### src/rtl/uart_pkg.sv
// Shared UART definitions used by the TX, RX and buffering stages.
package uart_pkg;
    localparam int UART_DATA_W = 8;
    typedef logic [UART_DATA_W-1:0] uart_byte_t;
endpackage

### src/rtl/uart_rx_fifo_if.sv
// Receive-buffer bus: receiver write strobe, consumer pop and status flags.
interface uart_rx_fifo_if
    import uart_pkg::*;
#(
    parameter int DEPTH = 16
);
    uart_byte_t               rx_data;
    logic                     rx_ready;
    logic                     rd_en;
    logic                     ovf_clr;
    uart_byte_t               rd_data;
    logic                     rd_valid;
    logic                     empty;
    logic                     full;
    logic                     almost_full;
    logic [$clog2(DEPTH):0]   count;
    logic                     overflow;
    logic [7:0]               drop_cnt;

    modport master (
        output rx_data, rx_ready, rd_en, ovf_clr,
        input  rd_data, rd_valid, empty, full, almost_full, count, overflow, drop_cnt
    );

    modport slave (
        input  rx_data, rx_ready, rd_en, ovf_clr,
        output rd_data, rd_valid, empty, full, almost_full, count, overflow, drop_cnt
    );
endinterface

### src/rtl/uart_fifo_ram.sv
// DEPTH x byte storage: synchronous write, registered read that holds its value when idle.
module uart_fifo_ram
    import uart_pkg::*;
#(
    parameter int DEPTH = 16,
    localparam int AW = $clog2(DEPTH)
) (
    input  logic          clk,
    input  logic          reset,
    input  logic          wr_en,
    input  logic [AW-1:0] wr_addr,
    input  uart_byte_t    wr_data,
    input  logic          rd_en,
    input  logic [AW-1:0] rd_addr,
    output uart_byte_t    rd_data
);
    uart_byte_t mem [DEPTH];

    always_ff @(posedge clk) begin
        if (wr_en) mem[wr_addr] <= wr_data;
    end

    // Read-before-write: a same-slot write and read (full FIFO) returns the old byte.
    always_ff @(posedge clk or posedge reset) begin
        if (reset)      rd_data <= '0;
        else if (rd_en) rd_data <= mem[rd_addr];
    end
endmodule

### src/rtl/uart_rx_fifo.sv
// Receive byte FIFO behind the UART receiver: edge-detected writes, registered pops, sticky overflow.
// Optional saturating dropped-byte counter built when UART_RX_FIFO_DROPCNT_EN is defined.
module uart_rx_fifo
    import uart_pkg::*;
#(
    parameter int DEPTH    = 16,
    parameter int AF_LEVEL = 12
) (
    input  logic           clk,
    input  logic           reset,
    uart_rx_fifo_if.slave  bus
);
    localparam int AW = $clog2(DEPTH);
    localparam int CW = AW + 1;

    logic          rx_ready_q;
    logic [AW-1:0] wr_ptr;
    logic [AW-1:0] rd_ptr;
    logic [CW-1:0] count_q;
    logic [CW-1:0] count_nxt;
    logic          empty_q;
    logic          full_q;
    logic          af_q;
    logic          rd_valid_q;
    logic          overflow_q;
    uart_byte_t    rd_byte;

    logic wr_evt;
    logic pop;
    logic push;
    logic drop;

    assign wr_evt = bus.rx_ready & ~rx_ready_q;
    assign pop    = bus.rd_en & ~empty_q;
    // A concurrent pop frees the slot, so a write into a full FIFO is still accepted.
    assign push   = wr_evt & (~full_q | pop);
    assign drop   = wr_evt & full_q & ~pop;

    always_comb begin
        count_nxt = count_q;
        case ({push, pop})
            2'b10:   count_nxt = count_q + CW'(1);
            2'b01:   count_nxt = count_q - CW'(1);
            default: count_nxt = count_q;
        endcase
    end

    always_ff @(posedge clk or posedge reset) begin
        if (reset) begin
            rx_ready_q <= 1'b0;
            wr_ptr     <= '0;
            rd_ptr     <= '0;
            count_q    <= '0;
            empty_q    <= 1'b1;
            full_q     <= 1'b0;
            af_q       <= 1'b0;
            rd_valid_q <= 1'b0;
            overflow_q <= 1'b0;
        end else begin
            rx_ready_q <= bus.rx_ready;
            if (push) wr_ptr <= wr_ptr + AW'(1);
            if (pop)  rd_ptr <= rd_ptr + AW'(1);
            count_q    <= count_nxt;
            empty_q    <= (count_nxt == '0);
            full_q     <= (count_nxt == CW'(DEPTH));
            af_q       <= (count_nxt >= CW'(AF_LEVEL));
            rd_valid_q <= pop;
            if (drop)             overflow_q <= 1'b1;
            else if (bus.ovf_clr) overflow_q <= 1'b0;
        end
    end

    uart_fifo_ram #(.DEPTH(DEPTH)) u_ram (
        .clk     (clk),
        .reset   (reset),
        .wr_en   (push),
        .wr_addr (wr_ptr),
        .wr_data (bus.rx_data),
        .rd_en   (pop),
        .rd_addr (rd_ptr),
        .rd_data (rd_byte)
    );

`ifdef UART_RX_FIFO_DROPCNT_EN
    logic [7:0] drop_q;

    // A drop coinciding with a clear restarts the count at one.
    always_ff @(posedge clk or posedge reset) begin
        if (reset)                drop_q <= 8'h00;
        else if (drop && bus.ovf_clr) drop_q <= 8'h01;
        else if (drop)            drop_q <= (drop_q == 8'hFF) ? 8'hFF : drop_q + 8'h01;
        else if (bus.ovf_clr)     drop_q <= 8'h00;
    end

    assign bus.drop_cnt = drop_q;
`else
    assign bus.drop_cnt = 8'h00;
`endif

    assign bus.rd_data     = rd_byte;
    assign bus.rd_valid    = rd_valid_q;
    assign bus.empty       = empty_q;
    assign bus.full        = full_q;
    assign bus.almost_full = af_q;
    assign bus.count       = count_q;
    assign bus.overflow    = overflow_q;
endmodule

### src/flat_wrapper.sv
// flat-port wrapper written by rule: the top's interface ports become plain ports
module uart_rx_fifo_flat import uart_pkg::*;
#(
    parameter int DEPTH    = 16,
    parameter int AF_LEVEL = 12
)
  (clk, reset, bus_rx_data, bus_rx_ready, bus_rd_en, bus_ovf_clr, bus_rd_data, bus_rd_valid, bus_empty, bus_full, bus_almost_full, bus_count, bus_overflow, bus_drop_cnt);
  uart_rx_fifo_if #(.DEPTH(DEPTH)) bus_i ();
  input  logic clk;
  input  logic reset;
  input wire logic [$bits(bus_i.rx_data)-1:0] bus_rx_data;
  input wire logic [$bits(bus_i.rx_ready)-1:0] bus_rx_ready;
  input wire logic [$bits(bus_i.rd_en)-1:0] bus_rd_en;
  input wire logic [$bits(bus_i.ovf_clr)-1:0] bus_ovf_clr;
  output wire logic [$bits(bus_i.rd_data)-1:0] bus_rd_data;
  output wire logic [$bits(bus_i.rd_valid)-1:0] bus_rd_valid;
  output wire logic [$bits(bus_i.empty)-1:0] bus_empty;
  output wire logic [$bits(bus_i.full)-1:0] bus_full;
  output wire logic [$bits(bus_i.almost_full)-1:0] bus_almost_full;
  output wire logic [$bits(bus_i.count)-1:0] bus_count;
  output wire logic [$bits(bus_i.overflow)-1:0] bus_overflow;
  output wire logic [$bits(bus_i.drop_cnt)-1:0] bus_drop_cnt;
  assign bus_i.rx_data = bus_rx_data;
  assign bus_i.rx_ready = bus_rx_ready;
  assign bus_i.rd_en = bus_rd_en;
  assign bus_i.ovf_clr = bus_ovf_clr;
  assign bus_rd_data = bus_i.rd_data;
  assign bus_rd_valid = bus_i.rd_valid;
  assign bus_empty = bus_i.empty;
  assign bus_full = bus_i.full;
  assign bus_almost_full = bus_i.almost_full;
  assign bus_count = bus_i.count;
  assign bus_overflow = bus_i.overflow;
  assign bus_drop_cnt = bus_i.drop_cnt;
  uart_rx_fifo #(.DEPTH(DEPTH), .AF_LEVEL(AF_LEVEL)) u_core (.clk(clk), .reset(reset), .bus(bus_i));
endmodule
### config.mk
export PLATFORM = sky130hd
export DESIGN_NAME = uart_rx_fifo_flat
export DESIGN_NICKNAME = d
export VERILOG_FILES = /design/src/rtl/uart_pkg.sv /design/src/rtl/uart_rx_fifo_if.sv /design/src/rtl/uart_fifo_ram.sv /design/src/rtl/uart_rx_fifo.sv /design/src/flat_wrapper.sv
export SDC_FILE = /design/constraint.sdc
export NUM_CORES = 1
export LEC_CHECK = 0
export ABC_AREA = 1
export BUFFER_PORTS_ARGS = -buffer_cell sky130_fd_sc_hd__buf_2
export CAP_MARGIN = 15
export CORE_MARGIN = 4
export CORE_UTILIZATION = 54
export DETAILED_ROUTE_END_ITERATION = 16
export MAX_ROUTING_LAYER = met4
export PLACE_DENSITY = 0.75
export SYNTH_ARGS = -nofsm -noshare
export SYNTH_HDL_FRONTEND = slang
export SYNTH_SLANG_ARGS = --single-unit
### constraint.sdc
create_clock -name clk -period 2.1 [get_ports clk]
set_input_delay 0.105 -clock clk [delete_from_list [all_inputs] [get_ports clk]]
set_output_delay 0.105 -clock clk [all_outputs]
set_load 0.01 [all_outputs]
* After elaboration in Yosys (flattened, before gate mapping)
Memory sizes are Yosys's and may differ from the RTL's. A register that Yosys moved wholly into a read port is not among the register bits.
Cells that the tools add are included.
** Word-level totals
- Bits in writable memories :: 128
- Flip-flop bits (word level) :: 19
- Output and inout port bits :: 26
- Memories :: 1
** Memories
- u_core.u_ram.mem :: depth 16, bits a word 8, rd ports 1, clocked after memory_dff 1, wr ports 1, RTL line uart_fifo_ram.sv:17 : uart_byte_t mem [DEPTH];
** Cells by class
- Bitwise gates (word level) :: 10
- Mux-type cells :: 5
- Add/subtract/negate cells :: 4
- Order comparisons :: 1
- Reduce and logical (&&, ||, !) cells :: 2
- Equality and inequality tests :: 3
** Operators by type and width (count)
- 5-bit one-hot mux with 2 select lines :: 1
- 4-bit by 1-bit adder with 4-bit output (second input constant) :: 2
- 5-bit by 1-bit adder with 5-bit output (second input constant) :: 1
- 1-bit bitwise AND :: 5
- 5-bit equality test (second input constant) :: 1
- 5-bit by 4-bit greater-or-equal comparator with 1-bit output (second input constant) :: 1
- 5-bit logical NOT :: 1
- 5-bit by 1-bit subtractor with 5-bit output (second input constant) :: 1
- 1-bit 2-to-1 mux :: 4
- 1-bit inverter :: 4
- 2-bit by 1-bit equality test with 1-bit output (second input constant) :: 1
- 2-bit equality test (second input constant) :: 1
- 2-bit nonzero test :: 1
- 1-bit bitwise OR :: 1

* Logic depth before layout (Yosys ltp)
Gate-level depths: netlist of the first run.
- Depth in word-level cells :: 7
- Mapped depth :: 19

* By module
A second synthesis of the first run with hierarchy kept.
** Second synthesis, totals
- Cell total of the unflattened synthesis :: 607
- Area total of the unflattened synthesis :: 6640.1 um^2
** By module, submodules not included
- uart_fifo_ram :: area an instance 5595.4 um^2, times used 1, cells an instance 482
- uart_rx_fifo :: area an instance 1044.8 um^2, times used 1, cells an instance 125

* Worst setup path before layout of the first run
OpenSTA, ideal clock, no wires.
- Path type :: reg-to-reg
- Start :: register u_core.empty_q (netlist: u_core.bus.empty)
- End :: register u_core.empty_q (netlist: u_core.bus.empty)
- Stages on the path, launching flop included :: 15
- Setup time :: 0.067 ns
- Slack :: -0.142 ns
- Required time :: 2.033 ns
- Data arrival time :: 2.175 ns
- Path buffers :: 0
- Cell sequence :: dfstp_2 > nor2_2 > inv_1 > a21oi_4 > inv_2 > ha_1 > nand2_1 > inv_1 > nor2_1 > ha_1 > o21ai_0 > nand2_1 > nor2_1 > nand3_1 > nor2_1
** Between the ends
- Cells in the longest elaborated chain, start to end :: 7
** Ends and longest elaborated chain
- start: declaration :: RTL line uart_rx_fifo.sv:21 : logic empty_q;
- start signal: assignment :: RTL line uart_rx_fifo.sv:64 : empty_q <= (count_nxt == '0);
- 1-bit inverter (*) :: RTL line uart_rx_fifo.sv:34 : assign pop = bus.rd_en & ~empty_q;
- 1-bit bitwise AND (*) :: RTL line uart_rx_fifo.sv:34
- 1-bit bitwise OR :: RTL line uart_rx_fifo.sv:36 : assign push = wr_evt & (~full_q | pop);
- 1-bit bitwise AND :: RTL line uart_rx_fifo.sv:36
- 2-bit by 1-bit equality test with 1-bit output / 2-bit equality test (equally long branches) :: RTL line uart_rx_fifo.sv:41 : case ({push, pop})
- 5-bit one-hot mux with 2 select lines (*) :: RTL line uart_rx_fifo.sv:41
- 5-bit logical NOT (*) :: RTL line uart_rx_fifo.sv:64
Mark *: on every way between the ends. The rest lies on a longest branch, timed or not.
A chain may end at the register's enable or synchronous reset.

* Worst setup path after layout of the first run
Ends and elaborated chain as after synthesis.

==> results of run 1 <==
==> sequential cells by signal (all words and copies together) (netlist names) <==
signal	cells
u_core.bus.count	5
u_core.rx_ready_q	1
u_core.bus.almost_full	1
u_core.u_ram.rd_data	8
u_core.bus.full	1
u_core.bus.empty	1
u_core.u_ram.mem	128
u_core.rd_ptr	4
u_core.bus.overflow	1
u_core.bus.rd_valid	1
u_core.wr_ptr	4
==> worst max-delay path, stage by stage, from the launching register on <==
cell and delay, ns:
dfstp_2 0.38, nor2_4 0.16, inv_2 0.08, a21oi_4 0.18, inv_4 0.06, ha_4 0.18, buf_4 0.14, inv_1 0.07
nand2_1 0.07, nand2_2 0.11, nand3_1 0.13, nand2_1 0.11, nand2_1 0.05, nand3_1 0.11, nand3_1 0.11, nor2_1 0.12
==> power breakdown <==
group / leakage [nW] / internal [mW] / switching [mW] / total (mW)
clock network: 0.266 / 1.75 / 1.20 / 2.95
registers: 1.47 / 3.70 / 0.338 / 4.04
logic: 1.36 / 1.32 / 2.41 / 3.73
total: 3.10 / 6.77 / 3.95 / 10.7
==> cells in the mapped netlist <==
cell type,number
xor2_1,7
nor2_1,48
dfrtp_1,26
clkbuf_1,5
conb_1,1
o22ai_1,11
inv_2,4
or2_1,1
o21bai_1,1
a21oi_1,26
buf_4,10
or2_2,2
nor2_4,1
dfstp_2,1
nor2_2,1
xnor2_1,1
a21oi_4,1
nand3_1,52
edfxtp_1,128
nand4_1,1
nor3_1,8
buf_2,17
inv_1,30
o21ai_0,29
ha_1,9
nand2_1,163
==> metrics by stage <==
step	total power [mW]	cell area (sq um)	cells	TNS, ns
after detailed placement	7.44	6990	765	-0.205
after CTS	10.5	7640	803	0
final	10.7	7760	810	-0.0570
after global placement	7.33	6990	765	-0.0229
after global routing	11.4	7760	810	-0.633
after floorplan	6.29	6580	591	0
==> metal layers <==
| layer | up-vias | wire length, um |
|---|---|---|
| met5 | - | 0 |
| met4 | 0 | 417 |
| met3 | 30 | 920 |
| met2 | 158 | 7260 |
| met1 | 2166 | 6360 |
| li1 | 2122 | - |
==> final cells by class <==
class	instances	area share
clock buffers	18	0.0553
flip-flops and latches	155	0.582
multi-input cells	370	0.236
well taps	143	0.0230
clock inverters	14	0.0187
repair buffers	76	0.0674
inverters	34	0.0174
==> logic make-up after synthesis <==
kind of cell / after synthesis / synth area share
AO/OA/AOI/OAI: 68 / 0.0565
XOR/XNOR: 8 / 0.0108
adder cells (fa/ha/maj): 9 / 0.0173
buffers and inverters: 66 / 0.0470
flip-flops: 155 / 0.694
other: 1 / 0.000575
AND/OR/NAND/NOR: 277 / 0.174
==> timing repair <==
action                                  in CTS  in global routing
resized for setup                            9                 22
hold buffers                                 3                  0
endpoints found under the setup margin       3                  5
hold endpoints to repair                    28                  0
pin swaps                                    7                 18
setup buffers                                3                  7
==> path summary, 6_finish.rpt <==
path | start | to | slack [ns] | depth (start not counted)
max | u_core.bus.empty | u_core.bus.empty | -0.03 | 15
min | bus_rx_data[5] | u_core.u_ram.mem[12][5] | 0.08 | 1
max reg2reg | u_core.bus.empty | u_core.bus.empty | -0.03 | 15
min reg2reg | u_core.u_ram.rd_data[1] | u_core.u_ram.rd_data[1] | 0.48 | 2
max in group asynchronous | reset | u_core.bus.empty | 1.48 | 4
min in group asynchronous | reset | u_core.u_ram.rd_data[6] | 0.31 | 4
==> impl_metrics.json, run 1 <==
{
  "status": "complete, but fails checks",
  "failed_checks": "negative setup slack",
  "yosysSeqAreaShare": 0.694,
  "worstPathRequired_ns": 2.45,
  "core_sq_um": 11600,
  "use_met2": 0.342,
  "hold_viol": 0,
  "io_buffers": 30,
  "syn_area_sq_um": 6520,
  "antenna_found_initial": 0,
  "endpoint_kind": "flop",
  "cp.arrival_ns": 2.48,
  "tightest_slew_ns": 0.581,
  "first_global_vias": 4363,
  "critPathLaunchType": "flop",
  "clk_latency_ns": 0.42,
  "clock_sinks": 155,
  "rows": 39,
  "routedWlPerCell_um": 18.5,
  "period_share": 1.01,
  "power.density_nw_per_um2": 1380,
  "min_path_type": "in -> reg",
  "hold_slack_ns": 0.0782,
  "use_met1": 0.303,
  "avgSynthCellArea_sq_um": 11.2,
  "drt_iter0_markers": 325,
  "area_growth_pct": 19.1,
  "fmax_ghz": 0.470,
  "synth_area_leaders": "edfxtp_1, dfrtp_1, nand2_1",
  "synth_warnings": 0,
  "yosys.area.top_type": "edfxtp_1",
  "place_ws_ns": -0.0862,
  "grt_pass1_wl_um": 23500,
  "rsz0062_at_grt": "yes",
  "finalClockSkew_ns": 0.00498,
  "irDropWorstVdd_v": 0.000580,
  "grt_usage": 0.226,
  "drtPass1Iterations": 5,
  "synth_top_area_share": 0.590,
  "fin_util": 0.668,
  "grt_max_degree": 66,
  "antennaDiodeCount": 0,
  "setup_violations": 2,
  "cts_buffer_depth": 2,
  "cp_max_fo": 4,
  "final_common_cell": "nand2_1",
  "wl_um": 15000,
  "viasPerCell": 5.53,
  "start_util": 0.561,
  "cts_tree": "done",
  "cts_buffers": 17,
  "grt.met3_usage": 0.0490,
  "slew_violations": 0,
  "vias": 4476,
  "dieArea_sq_um": 13900,
  "routabilityCongestion": 0.917,
  "cts_max_level": 4,
  "fin_nets": 676,
  "leakage_nw": 3.10,
  "period_minus_slack_ns": 2.13,
  "critPathKind": "reg -> reg",
  "pin_count": 39,
  "cap_violations": 0,
  "ant_nets": 0,
  "die_w_um": 118,
  "ff_latch_area_sq_um": 4520,
  "syn_inst": 584,
  "drc": 0,
  "fillers": 861,
  "dp.final_hpwl_um": 9340,
  "maxSlewHeadroom": 0.613,
  "clkSlewWorstSetupHoldPaths_ns": 0.06,
  "ys_types": 26,
  "grt.overflow.total": 0,
  "final.setup.worst_slack_ns": -0.0296,
  "final_cell_mix": "nand2_1, edfxtp_1, nand3_1, nor2_1, buf_4",
  "ys_ff_latch": 155,
  "multi_input_area_sq_um": 1830,
  "fp.dieH_um": 118,
  "cts_root_buf": "clkbuf_16",
  "busiest_layer": "met2",
  "drive_gt1_frac": 0.205
}
No activity file was read; power rests on OpenSTA's default activity.
==> run 2: changes to the inputs <==
==> constraint.sdc (replaced) <==
create_clock -name clk -period 2.1 [get_ports clk]
set_input_delay 0.315 -clock clk [delete_from_list [all_inputs] [get_ports clk]]
set_output_delay 0.315 -clock clk [all_outputs]
set_load 0.01 [all_outputs]
==> impl_metrics.json, run 2 (synthesis gave the netlist of run 1 again) <==
{
  "status": "complete, but fails checks",
  "failed_checks": "negative setup slack",
  "cts_buffers": 17,
  "start_util": 0.561,
  "final_common_cell": "nand2_1",
  "finalClockSkew_ns": 0.00693,
  "antennaDiodeCount": 0,
  "drive_gt1_frac": 0.195,
  "clk_latency_ns": 0.42,
  "endpoint_kind": "flop",
  "largest_register": "u_core.u_ram.mem",
  "critPathKind": "reg -> reg",
  "cp_max_fo": 4,
  "final_cell_mix": "nand2_1, edfxtp_1, nand3_1, nor2_1, buf_4",
  "cp.arrival_ns": 2.47,
  "area_growth_pct": 18.4,
  "pin_count": 39,
  "critPathLaunchType": "flop",
  "drt_iter0_markers": 534,
  "cap_violations": 0,
  "grt_usage": 0.237,
  "ant_nets": 0,
  "cts_tree": "done",
  "vias": 4530,
  "drc": 0,
  "cts_max_level": 4,
  "fin_tns_setup_ns": -0.0252,
  "first_global_vias": 4456,
  "slew_violations": 0,
  "io_buffers": 30,
  "hold_viol": 0,
  "min_path_type": "in -> reg",
  "fin_cells": 808,
  "grt_pass1_wl_um": 24300,
  "dp.final_hpwl_um": 9300,
  "fillers": 847,
  "routabilityCongestion": 0.882,
  "power.density_nw_per_um2": 1370,
  "tightest_slew_ns": 0.559,
  "cts_root_buf": "clkbuf_16",
  "antenna_found_initial": 0,
  "maxSlewHeadroom": 0.627,
  "period_minus_slack_ns": 2.12,
  "drtPass1Iterations": 6,
  "worstPathRequired_ns": 2.45,
  "largest_reg_flops": 128,
  "grt.overflow.total": 0,
  "fmax_ghz": 0.471,
  "clkSlewWorstSetupHoldPaths_ns": 0.06,
  "die_w_um": 118,
  "cts_buffer_depth": 2,
  "leakage_nw": 3.09,
  "rsz0062_at_grt": "yes",
  "period_share": 1.01,
  "grt_max_degree": 66,
  "rows": 39,
  "fp.dieH_um": 118,
  "wl_um": 15200,
  "routedWlPerCell_um": 18.8,
  "dp_cells": 765,
  "fin_nets": 674,
  "dieArea_sq_um": 13900,
  "ff_latch_area_sq_um": 4520,
  "irDropWorstVdd_v": 0.000908,
  "clock_sinks": 155,
  "viasPerCell": 5.61,
  "core_sq_um": 11600,
  "multi_input_area_sq_um": 1820,
  "setup_violations": 2,
  "final.setup.worst_slack_ns": -0.0216
}
==> run 2: cell count changes in the layout (fill, tap and decap cells not counted), sizes merged <==
| cell | delta |
|---|---|
| bufinv | -1 |
| clkinv | +2 |
| dlygate4sd3 | -1 |
| inv | -1 |
| buf | -1 |
| clkinvlp | +1 |
| clkbuf | -1 |
==> run 2: worst paths after layout <==
path                                    startpoint                      end  slack (ns)  cells after the start
setup / recovery                 u_core.rx_ready_q          u_core.bus.full       -0.02                     16
hold / removal                         bus_ovf_clr      u_core.bus.overflow         0.1                      2
setup reg to reg                 u_core.rx_ready_q          u_core.bus.full       -0.02                     16
hold reg to reg            u_core.u_ram.rd_data[0]  u_core.u_ram.rd_data[0]        0.48                      2
max in group asynchronous                    reset         u_core.bus.empty        1.28                      4
min in group asynchronous                    reset      u_core.bus.rd_valid        0.51                      4
==> run 2: area by class of cell <==
class | instances | share of cell area
Timing Repair Buffer | 74 | 0.0666
Multi-Input combinational cell | 370 | 0.236
Inverter | 34 | 0.0172
Sequential cell | 155 | 0.586
Clock buffer | 17 | 0.0551
Tap cell | 143 | 0.0232
Clock inverter | 15 | 0.0164
==> run 2: metrics by stage <==
stage | hold WS (ns) | area (sq um) | worst slack, ns | utilization | total power [mW]
detailed placement | 0.405 | 7000 | -0.162 | 0.603 | 7.47
global placement | 0.395 | 7000 | -0.0482 | 0.603 | 7.35
CTS | 0.0855 | 7660 | -0.0251 | 0.659 | 10.5
global route | 0.0811 | 7720 | -0.145 | 0.665 | 11.3
finish | 0.0961 | 7720 | -0.0216 | 0.665 | 10.6
floorplan | 0.346 | 6580 | 0.00399 | - | 6.29
==> run 2: repair_timing <==
item / CTS / global route
hold buffers: 2 / 0
setup endpoints to repair: 4 / 6
setup buffers: 8 / 1
hold endpoints to repair: 27 / 0
pin swaps: 11 / 10
gates resized for setup: 9 / 12
gates cloned: 0 / 0
==> run 2: critical path: stages (launching register included) <==
cell and delay, ns:
dfrtp_1 0.36, or2_4 0.26, a21oi_4 0.16, inv_4 0.06, ha_4 0.19, nor2_4 0.11
nor2_4 0.06, ha_4 0.15, inv_2 0.04, nand2_2 0.05, inv_1 0.06, nand2_1 0.05
nand3_1 0.08, nand2_1 0.07, nor2_1 0.11, nand3_1 0.11, nor2_1 0.12
==> run 2: power breakdown <==
| part | switching (mW) | total [mW] | internal (mW) |
|---|---|---|---|
| Sequential | 0.331 | 4.04 | 3.70 |
| Combinational | 2.42 | 3.74 | 1.32 |
| Clock | 1.21 | 2.83 | 1.62 |
==> run 2: layer usage <==
layer	vias up	track usage	routed length [um]	share of wire
met2	219	0.367	7450	0.49
li1	2117	-	-	-
met4	0	0.0806	323	0.021
met5	-	-	0	0
met1	2167	0.313	6100	0.40
met3	27	0.0524	1320	0.087
